File: src/rtl/mono_sample_decimator_if.sv
// -----------------------------------------------------------------------------
// mono_sample_decimator_if
// Groups the sample-side and FIFO-side signals of mono_sample_decimator.
//   master : the producer/consumer environment. It drives enable,
//            mono_sample_valid, mono_sample and fifo_full, and observes the
//            decimated output, drop counter and window position.
//   slave  : the decimator itself, which sees the same signals in the
//            opposite direction.
// Parameters must match those of the decimator instance bound to it.
// -----------------------------------------------------------------------------
interface mono_sample_decimator_if #(
  parameter int SAMPLE_WIDTH   = 24,
  parameter int DECIM_LOG2     = 2,
  parameter int DROP_CNT_WIDTH = 16
);
  localparam int POS_W = (DECIM_LOG2 > 0) ? DECIM_LOG2 : 1;

  logic                           enable;
  logic                           mono_sample_valid;
  logic signed [SAMPLE_WIDTH-1:0] mono_sample;
  logic                           fifo_full;
  logic                           dec_sample_valid;
  logic signed [SAMPLE_WIDTH-1:0] dec_sample;
  logic [DROP_CNT_WIDTH-1:0]      drop_count;
  logic [POS_W-1:0]               window_pos;

  modport master (
    output enable, mono_sample_valid, mono_sample, fifo_full,
    input  dec_sample_valid, dec_sample, drop_count, window_pos
  );

  modport slave (
    input  enable, mono_sample_valid, mono_sample, fifo_full,
    output dec_sample_valid, dec_sample, drop_count, window_pos
  );
endinterface

File: src/rtl/mono_sample_decimator.sv
// -----------------------------------------------------------------------------
// mono_sample_decimator
// Decimates a signed mono sample stream by R = 2**DECIM_LOG2. Every R accepted
// samples (mono_sample_valid & enable) produce one result, written to a
// downstream FIFO as a one-cycle strobe during the EMIT cycle that follows
// the R-th sample. A result that meets fifo_full is discarded and counted in
// a saturating drop counter.
//
// Build option: define DECIM_PEAK_HOLD_EN to emit the largest-magnitude sample
// of each window (peak hold) instead of the floor mean.
//
// Ports:
//   clk     : single clock, posedge
//   resetn  : asynchronous active-low reset
//   bus     : mono_sample_decimator_if.slave
//             in : enable, mono_sample_valid, mono_sample, fifo_full
//             out: dec_sample_valid (FIFO wr_en), dec_sample (FIFO din),
//                  drop_count, window_pos
// -----------------------------------------------------------------------------
module mono_sample_decimator #(
  parameter int SAMPLE_WIDTH   = 24,
  parameter int DECIM_LOG2     = 2,
  parameter int DROP_CNT_WIDTH = 16
) (
  input  logic                        clk,
  input  logic                        resetn,
  mono_sample_decimator_if.slave      bus
);

  localparam int POS_W = (DECIM_LOG2 > 0) ? DECIM_LOG2 : 1;
  localparam int R     = 1 << DECIM_LOG2;
  localparam logic [POS_W-1:0] LAST_POS = POS_W'(R - 1);

  typedef enum logic {ACCUM, EMIT} state_t;

  state_t                         state_p0;
  logic [POS_W-1:0]               pos_p0;
  logic signed [SAMPLE_WIDTH-1:0] res_p0;
  logic signed [SAMPLE_WIDTH-1:0] out_p1;
  logic [DROP_CNT_WIDTH-1:0]      drop_p1;

  logic accept;
  logic last;
  logic emit_ok;
  logic emit_drop;

  assign accept    = bus.enable & bus.mono_sample_valid;
  assign last      = (pos_p0 == LAST_POS);
  // The write decision uses fifo_full in the EMIT cycle itself, so wr_en is
  // never raised while the FIFO reports full. enable=0 cancels the result.
  assign emit_ok   = (state_p0 == EMIT) & bus.enable & ~bus.fifo_full;
  assign emit_drop = (state_p0 == EMIT) & bus.enable &  bus.fifo_full;

  function automatic logic [DROP_CNT_WIDTH-1:0] sat_inc(
    input logic [DROP_CNT_WIDTH-1:0] c
  );
    return (&c) ? c : c + DROP_CNT_WIDTH'(1);
  endfunction

`ifdef DECIM_PEAK_HOLD_EN
  localparam int WIN_W = SAMPLE_WIDTH;

  // Most-negative input is clamped to the largest positive magnitude so it
  // ties with +max rather than exceeding it.
  function automatic logic [SAMPLE_WIDTH-1:0] magnitude(
    input logic signed [SAMPLE_WIDTH-1:0] s
  );
    if (s == {1'b1, {(SAMPLE_WIDTH-1){1'b0}}})
      return {1'b0, {(SAMPLE_WIDTH-1){1'b1}}};
    else if (s[SAMPLE_WIDTH-1])
      return $unsigned(-s);
    else
      return $unsigned(s);
  endfunction

  logic signed [WIN_W-1:0]        win_p0;
  logic signed [WIN_W-1:0]        win_next;
  logic signed [SAMPLE_WIDTH-1:0] result_next;

  // Strictly-greater replacement keeps the earliest sample on ties.
  always_comb begin
    win_next = bus.mono_sample;
    if (pos_p0 != '0 && magnitude(bus.mono_sample) <= magnitude(win_p0))
      win_next = win_p0;
    result_next = win_next;
  end
`else
  localparam int WIN_W = SAMPLE_WIDTH + DECIM_LOG2;

  // Arithmetic shift gives floor division; R samples never overflow WIN_W.
  function automatic logic signed [SAMPLE_WIDTH-1:0] mean_of(
    input logic signed [WIN_W-1:0] a
  );
    logic signed [WIN_W-1:0] sh;
    sh = a >>> DECIM_LOG2;
    return sh[SAMPLE_WIDTH-1:0];
  endfunction

  logic signed [WIN_W-1:0]        win_p0;
  logic signed [WIN_W-1:0]        win_next;
  logic signed [SAMPLE_WIDTH-1:0] result_next;

  // win_p0 is zero at window position 0, so a plain add starts each window.
  always_comb begin
    win_next    = win_p0 + WIN_W'(bus.mono_sample);
    result_next = mean_of(win_next);
  end
`endif

  // p0: window collection and result register; p1: output hold and drops
  always_ff @(posedge clk or negedge resetn) begin
    if (!resetn) begin
      state_p0 <= ACCUM;
      win_p0   <= '0;
      pos_p0   <= '0;
      res_p0   <= '0;
      out_p1   <= '0;
      drop_p1  <= '0;
    end else begin
      if (emit_ok)   out_p1  <= res_p0;
      if (emit_drop) drop_p1 <= sat_inc(drop_p1);

      if (!bus.enable) begin
        state_p0 <= ACCUM;
        win_p0   <= '0;
        pos_p0   <= '0;
      end else if (accept) begin
        if (last) begin
          state_p0 <= EMIT;
          win_p0   <= '0;
          pos_p0   <= '0;
          res_p0   <= result_next;
        end else begin
          state_p0 <= ACCUM;
          win_p0   <= win_next;
          pos_p0   <= pos_p0 + POS_W'(1);
        end
      end else begin
        state_p0 <= ACCUM;
      end
    end
  end

  assign bus.dec_sample_valid = emit_ok;
  // The fresh result is presented with its strobe; otherwise the last
  // written value is held.
  assign bus.dec_sample       = emit_ok ? res_p0 : out_p1;
  assign bus.drop_count       = drop_p1;
  assign bus.window_pos       = pos_p0;

endmodule

File: src/flat_wrapper.sv
// flat-port wrapper written by rule: the top's interface ports become plain ports
module mono_sample_decimator_flat 
#(
  parameter int SAMPLE_WIDTH   = 24,
  parameter int DECIM_LOG2     = 2,
  parameter int DROP_CNT_WIDTH = 16
)
  (clk, resetn, bus_enable, bus_mono_sample_valid, bus_mono_sample, bus_fifo_full, bus_dec_sample_valid, bus_dec_sample, bus_drop_count, bus_window_pos);
  mono_sample_decimator_if #(.SAMPLE_WIDTH(SAMPLE_WIDTH), .DECIM_LOG2(DECIM_LOG2), .DROP_CNT_WIDTH(DROP_CNT_WIDTH)) bus_i ();
  input  logic clk;
  input  logic resetn;
  input wire logic [$bits(bus_i.enable)-1:0] bus_enable;
  input wire logic [$bits(bus_i.mono_sample_valid)-1:0] bus_mono_sample_valid;
  input wire logic [$bits(bus_i.mono_sample)-1:0] bus_mono_sample;
  input wire logic [$bits(bus_i.fifo_full)-1:0] bus_fifo_full;
  output wire logic [$bits(bus_i.dec_sample_valid)-1:0] bus_dec_sample_valid;
  output wire logic [$bits(bus_i.dec_sample)-1:0] bus_dec_sample;
  output wire logic [$bits(bus_i.drop_count)-1:0] bus_drop_count;
  output wire logic [$bits(bus_i.window_pos)-1:0] bus_window_pos;
  assign bus_i.enable = bus_enable;
  assign bus_i.mono_sample_valid = bus_mono_sample_valid;
  assign bus_i.mono_sample = bus_mono_sample;
  assign bus_i.fifo_full = bus_fifo_full;
  assign bus_dec_sample_valid = bus_i.dec_sample_valid;
  assign bus_dec_sample = bus_i.dec_sample;
  assign bus_drop_count = bus_i.drop_count;
  assign bus_window_pos = bus_i.window_pos;
  mono_sample_decimator #(.SAMPLE_WIDTH(SAMPLE_WIDTH), .DECIM_LOG2(DECIM_LOG2), .DROP_CNT_WIDTH(DROP_CNT_WIDTH)) u_core (.clk(clk), .resetn(resetn), .bus(bus_i));
endmodule
File: config.mk
export PLATFORM = sky130hd
export DESIGN_NAME = mono_sample_decimator_flat
export DESIGN_NICKNAME = d
export VERILOG_FILES = /design/src/rtl/mono_sample_decimator_if.sv /design/src/rtl/mono_sample_decimator.sv /design/src/flat_wrapper.sv
export SDC_FILE = /design/constraint.sdc
export NUM_CORES = 1
export LEC_CHECK = 0
export BUFFER_PORTS_ARGS = -buffer_cell sky130_fd_sc_hd__buf_2
export CAP_MARGIN = 20
export CORE_ASPECT_RATIO = 0.7
export CORE_UTILIZATION = 40
export CTS_CLUSTER_DIAMETER = 80
export CTS_CLUSTER_SIZE = 14
export DETAILED_ROUTE_END_ITERATION = 8
export GPL_TIMING_DRIVEN = 0
export PLACE_DENSITY = 0.64
export SETUP_SLACK_MARGIN = 0.4
export SYNTH_ARGS = -nofsm -noshare
export SYNTH_HDL_FRONTEND = slang
export SYNTH_SLANG_ARGS = --single-unit
File: constraint.sdc
create_clock -name clk -period 6.7 [get_ports clk]
set_clock_uncertainty 0.2 [all_clocks]
set_input_delay 0.67 -clock clk [delete_from_list [all_inputs] [get_ports clk]]
set_output_delay 0.67 -clock clk [all_outputs]
set_load 0.005 [all_outputs]
==> flow_results.org <==
** Status
- The run finished with clean final reports.

** STA
- Static timing analysis puts the maximum clock frequency at 0.2985 GHz.
- Setup repair after global routing missed its margin :: no
- The worst pin sits at a relative slew slack of 53.87%.
- Shortest clock period the worst path allows after layout :: 3.350 ns
- The number of endpoints with negative hold slack in the final report came to 0.
- Pins over their slew limit :: 0
- In the final timing run, aggregate negative setup slack is 0 ns.
- Setup violations remaining at the end of the flow were counted as 0.
- At the pin with the least slew margin, the transition time is 0.6895 ns.
- Portion of the clock cycle consumed by the worst path in the final layout :: 49.99%

** Clock tree
- Clock-pin slew was measured on the worst setup and hold paths at 0.08 ns.
- Post-CTS timing repair inserted 0 buffers for setup.
- The root buffer cell chosen for the clock tree is sky130_fd_sc_hd__clkbuf_16.
- Hold-fix buffers, CTS :: 0
- Clock buffer depth :: 2
- CTS Buf Count :: 9
- TritonCTS clock tree :: done
- Deepest level of the CTS H-tree :: 3
- Count of instances resized after the clock tree is built :: 0
- Source-to-sink clock delay at the later pin of the worst-skew pair :: 0.35 ns
- Clock tree synthesis found a total of 93 sinks.

** Layout
- After filler insertion, the fill cell instance count of the layout stands at 1,148.
- Final Net Count :: 705
- Commonest non-fill, non-tap cells in the layout :: sky130_fd_sc_hd__nand2_1, sky130_fd_sc_hd__dfrtp_1, sky130_fd_sc_hd__buf_2
- Register Area :: 0.002327 mm^2
- In the final layout, the multi-input gates occupy 0.002597 mm^2.
- The library cell used most frequently in the layout, excluding fill and tap cells, is sky130_fd_sc_hd__nand2_1.
- Of the cells placed in the final design, the portion with a size suffix greater than 1 is 15.47%.
- Post-synthesis to final-layout area growth :: 17.19%
- Antenna diode count :: 0

** Synthesis
- In this run, synthesis produced a sequential element count of 93.
- In the synthesized netlist the dominant register cell turns out to be sky130_fd_sc_hd__dfrtp_1.
- The synthesized netlist occupies a cell area of 0.005066 mm^2.
- The Yosys step of the flow raised 0 warnings.
- Synthesis produced a netlist with a net count of 622.
- Number of flops mapped to enable cells by yosys :: 0
- Register area share after synthesis :: 45.94%
- Synthesis produced a netlist whose cell count is 565.
- A synthesized cell averages 8.967 um^2.
- Synth async-reset ratio :: 100.0%
- Synth cell types :: 53

** Flow run
- MaxCap Viol Count :: 0

** Critical path
- Data on the critical path arrives at its endpoint at 3.37 ns.
- Of all nets on the critical path, the largest fanout is 4.
- The worst setup path is launched from a primary input.
- CP most frequent cell :: sky130_fd_sc_hd__a21oi_1
- The slowest stage of the critical path belongs to the cell sky130_fd_sc_hd__o311ai_1.
- Required arrival time at the worst endpoint :: 6.72 ns
- Peak per-stage delay on the critical path :: 0.53 ns
- CP Cell Sequence :: buf_2 -> ha_1 -> fa_1 -> a21oi_1 -> nor2_1 -> o311ai_1 -> a21oi_1 -> o211ai_1 -> nor4_1 -> or3_1
- By startpoint and endpoint, the worst setup path is classified as primary input to flip-flop.
- The worst setup path is captured at a flip-flop.

** Die
- Area of the core :: 0.01202 mm^2
- The floorplan has 33 rows.
- Die extent in y :: 96.16 um
- Die span in x :: 136.5 um
- Die area :: 0.01313 mm^2
- # IOs :: 72
- Once the floorplan was initialized, standard cells occupied 42.16% of the core.

** Global routing
- Summed over all layers, the global routing overflow is 0.
- First-pass GRT wire length :: 21,310 um
- Number of antenna violations at the first check in global routing :: 0
- Entering global routing, the biggest net connects 61 pins.
- For this run, the total global-route usage over all layers was measured as 21.53%.
- The via count of the first global-routing pass was 4,031.

** Routing
- Total routed wirelength :: 13,280 um
- Once detail routing completed, the nets flagged for antenna violations numbered 0.
- After detailed routing, the number of remaining DRC violations is 0.
- For this block, the via count after detailed routing is 4,348.
- The first detailed-routing pass took 5 iterations.
- Iteration-0 DRC count of the detailed router :: 293
- Routed length per placed instance :: 16.40 um
- In the routed layout, each cell is associated on average with a via count of 5.368.

** Place
- Buffers placed on the I/O ports in this run total 71.
- Once detailed placement completed, the half-perimeter wirelength came to 10,080 um.
- The congestion estimate from routability-driven global placement came to 0.8793.

** Worst hold path
- The worst hold path belongs to the class primary input to async pin.

** Power and ir drop
- Dividing total power by cell area gives a power density of 276.4 mW/mm^2.
- Total power :: 1.641 mW
- LEAKAGE :: 3.057 nW
- Worst IR drop on VDD :: 0.0001188 V
-- path summary, 6_finish.rpt --
path	from	endpoint	slack (ns)	cells past startpoint
setup / recovery	bus_mono_sample[0]	u_core.win_p0[18]	3.35	10
hold / removal	resetn	u_core.win_p0[8]	0.07	1
setup reg to reg	u_core.win_p0[0]	u_core.win_p0[18]	3.40	9
hold reg to reg	u_core.out_p1[2]	u_core.out_p1[2]	0.27	2
max in group asynchronous	resetn	u_core.out_p1[19]	5.57	2
min in group clk	u_core.out_p1[2]	u_core.out_p1[2]	0.27	2
-- state kept, by name (all words and copies together), names as in the netlist --
| register | flops |
|---|---|
| u_core.state_p0 | 1 |
| u_core.win_p0 | 26 |
| u_core.out_p1 | 24 |
| u_core.bus.drop_count | 16 |
| u_core.res_p0 | 24 |
| u_core.bus.window_pos | 2 |
-- cells by family (layout without fill, tap and decap cells) --
group | count (synthesis) | count (layout) | synth area share, %
simple gates | 246 | 246 | 21.78
compound gates | 124 | 124 | 15.56
flops | 93 | 93 | 45.94
xor+xnor | 35 | 35 | 6.051
buf+inv | 35 | 123 | 2.791
fa+ha+maj | 28 | 28 | 7.063
mux | 4 | 4 | 0.8150
-- worst max-delay path, delay by kind of cell --
family	cells	cell delay (ns)
AND/OR/NAND/NOR	3	0.61
AO/OA/AOI/OAI	4	1.34
buffers and inverters	1	0.10
adder cells (fa/ha/maj)	2	0.65
-- where the power goes --
| group | internal [mW] | switching (mW) |
|---|---|---|
| sequential | 0.632 | 0.0440 |
| clock | 0.261 | 0.245 |
| combinational | 0.169 | 0.290 |
-- metal layers --
| metal | part of all wire (%) | wire [um] | vias to the layer above | track usage [%] |
|---|---|---|---|---|
| met2 | 40 | 5326 | 118 | 29.61 |
| met3 | 7.0 | 927 | 12 | 4.950 |
| li1 | - | - | 2140 | - |
| met1 | 52 | 6904 | 2078 | 33.44 |
| met4 | 0.93 | 123 | 0 | 4.815 |
| met5 | 0 | 0 | - | 0 |
-- stage by stage --
step	utilization, %	std cells	hold slack (ns)	setup slack, ns	instance area, um^2
floorplan	-	565	0.1744	3.675	5066
global placement	46.76	793	0.2507	3.141	5618
detailed placement	47.01	794	0.2529	3.105	5648
CTS	49.41	810	0.08755	3.450	5937
global route	49.41	810	0.09939	3.205	5937
finish	49.41	810	0.07316	3.350	5937
-- synth_stat cells, drive strengths merged (3+ instances only) --
cell type	number	area [um^2]
inv	10	37.53
a22o	5	43.79
nor2	26	97.59
xor2	16	140.1
o21ai	46	230.2
o21a	3	22.52
or2	3	18.77
a21o	12	90.09
o31a	3	26.28
and4	5	43.79
nor3b	5	37.54
a31oi	6	37.54
ha	27	337.8
or3	6	42.54
nand4	12	75.07
xnor2	19	166.4
buf	4	25.02
nand3	19	95.09
dfrtp	93	2327
o31ai	4	30.03
a21oi	22	110.1
nand2	145	544.3
mux2i	3	30.03
nor2b	8	50.05
clkbuf	20	75.07
and3	3	18.77
o311ai	3	26.28
a211oi	4	30.03
nor3	8	40.04
-- cell type report --
type | instances | area share [%]
Timing Repair Buffer | 72 | 6.491
Tap cell | 157 | 3.309
Sequential cell | 93 | 39.20
Clock buffer | 9 | 3.793
Multi-Input combinational cell | 437 | 43.75
Inverter | 11 | 0.6955
Clock inverter | 7 | 1.075
Buffer | 24 | 1.686
Power figures use the tool's default switching activity.
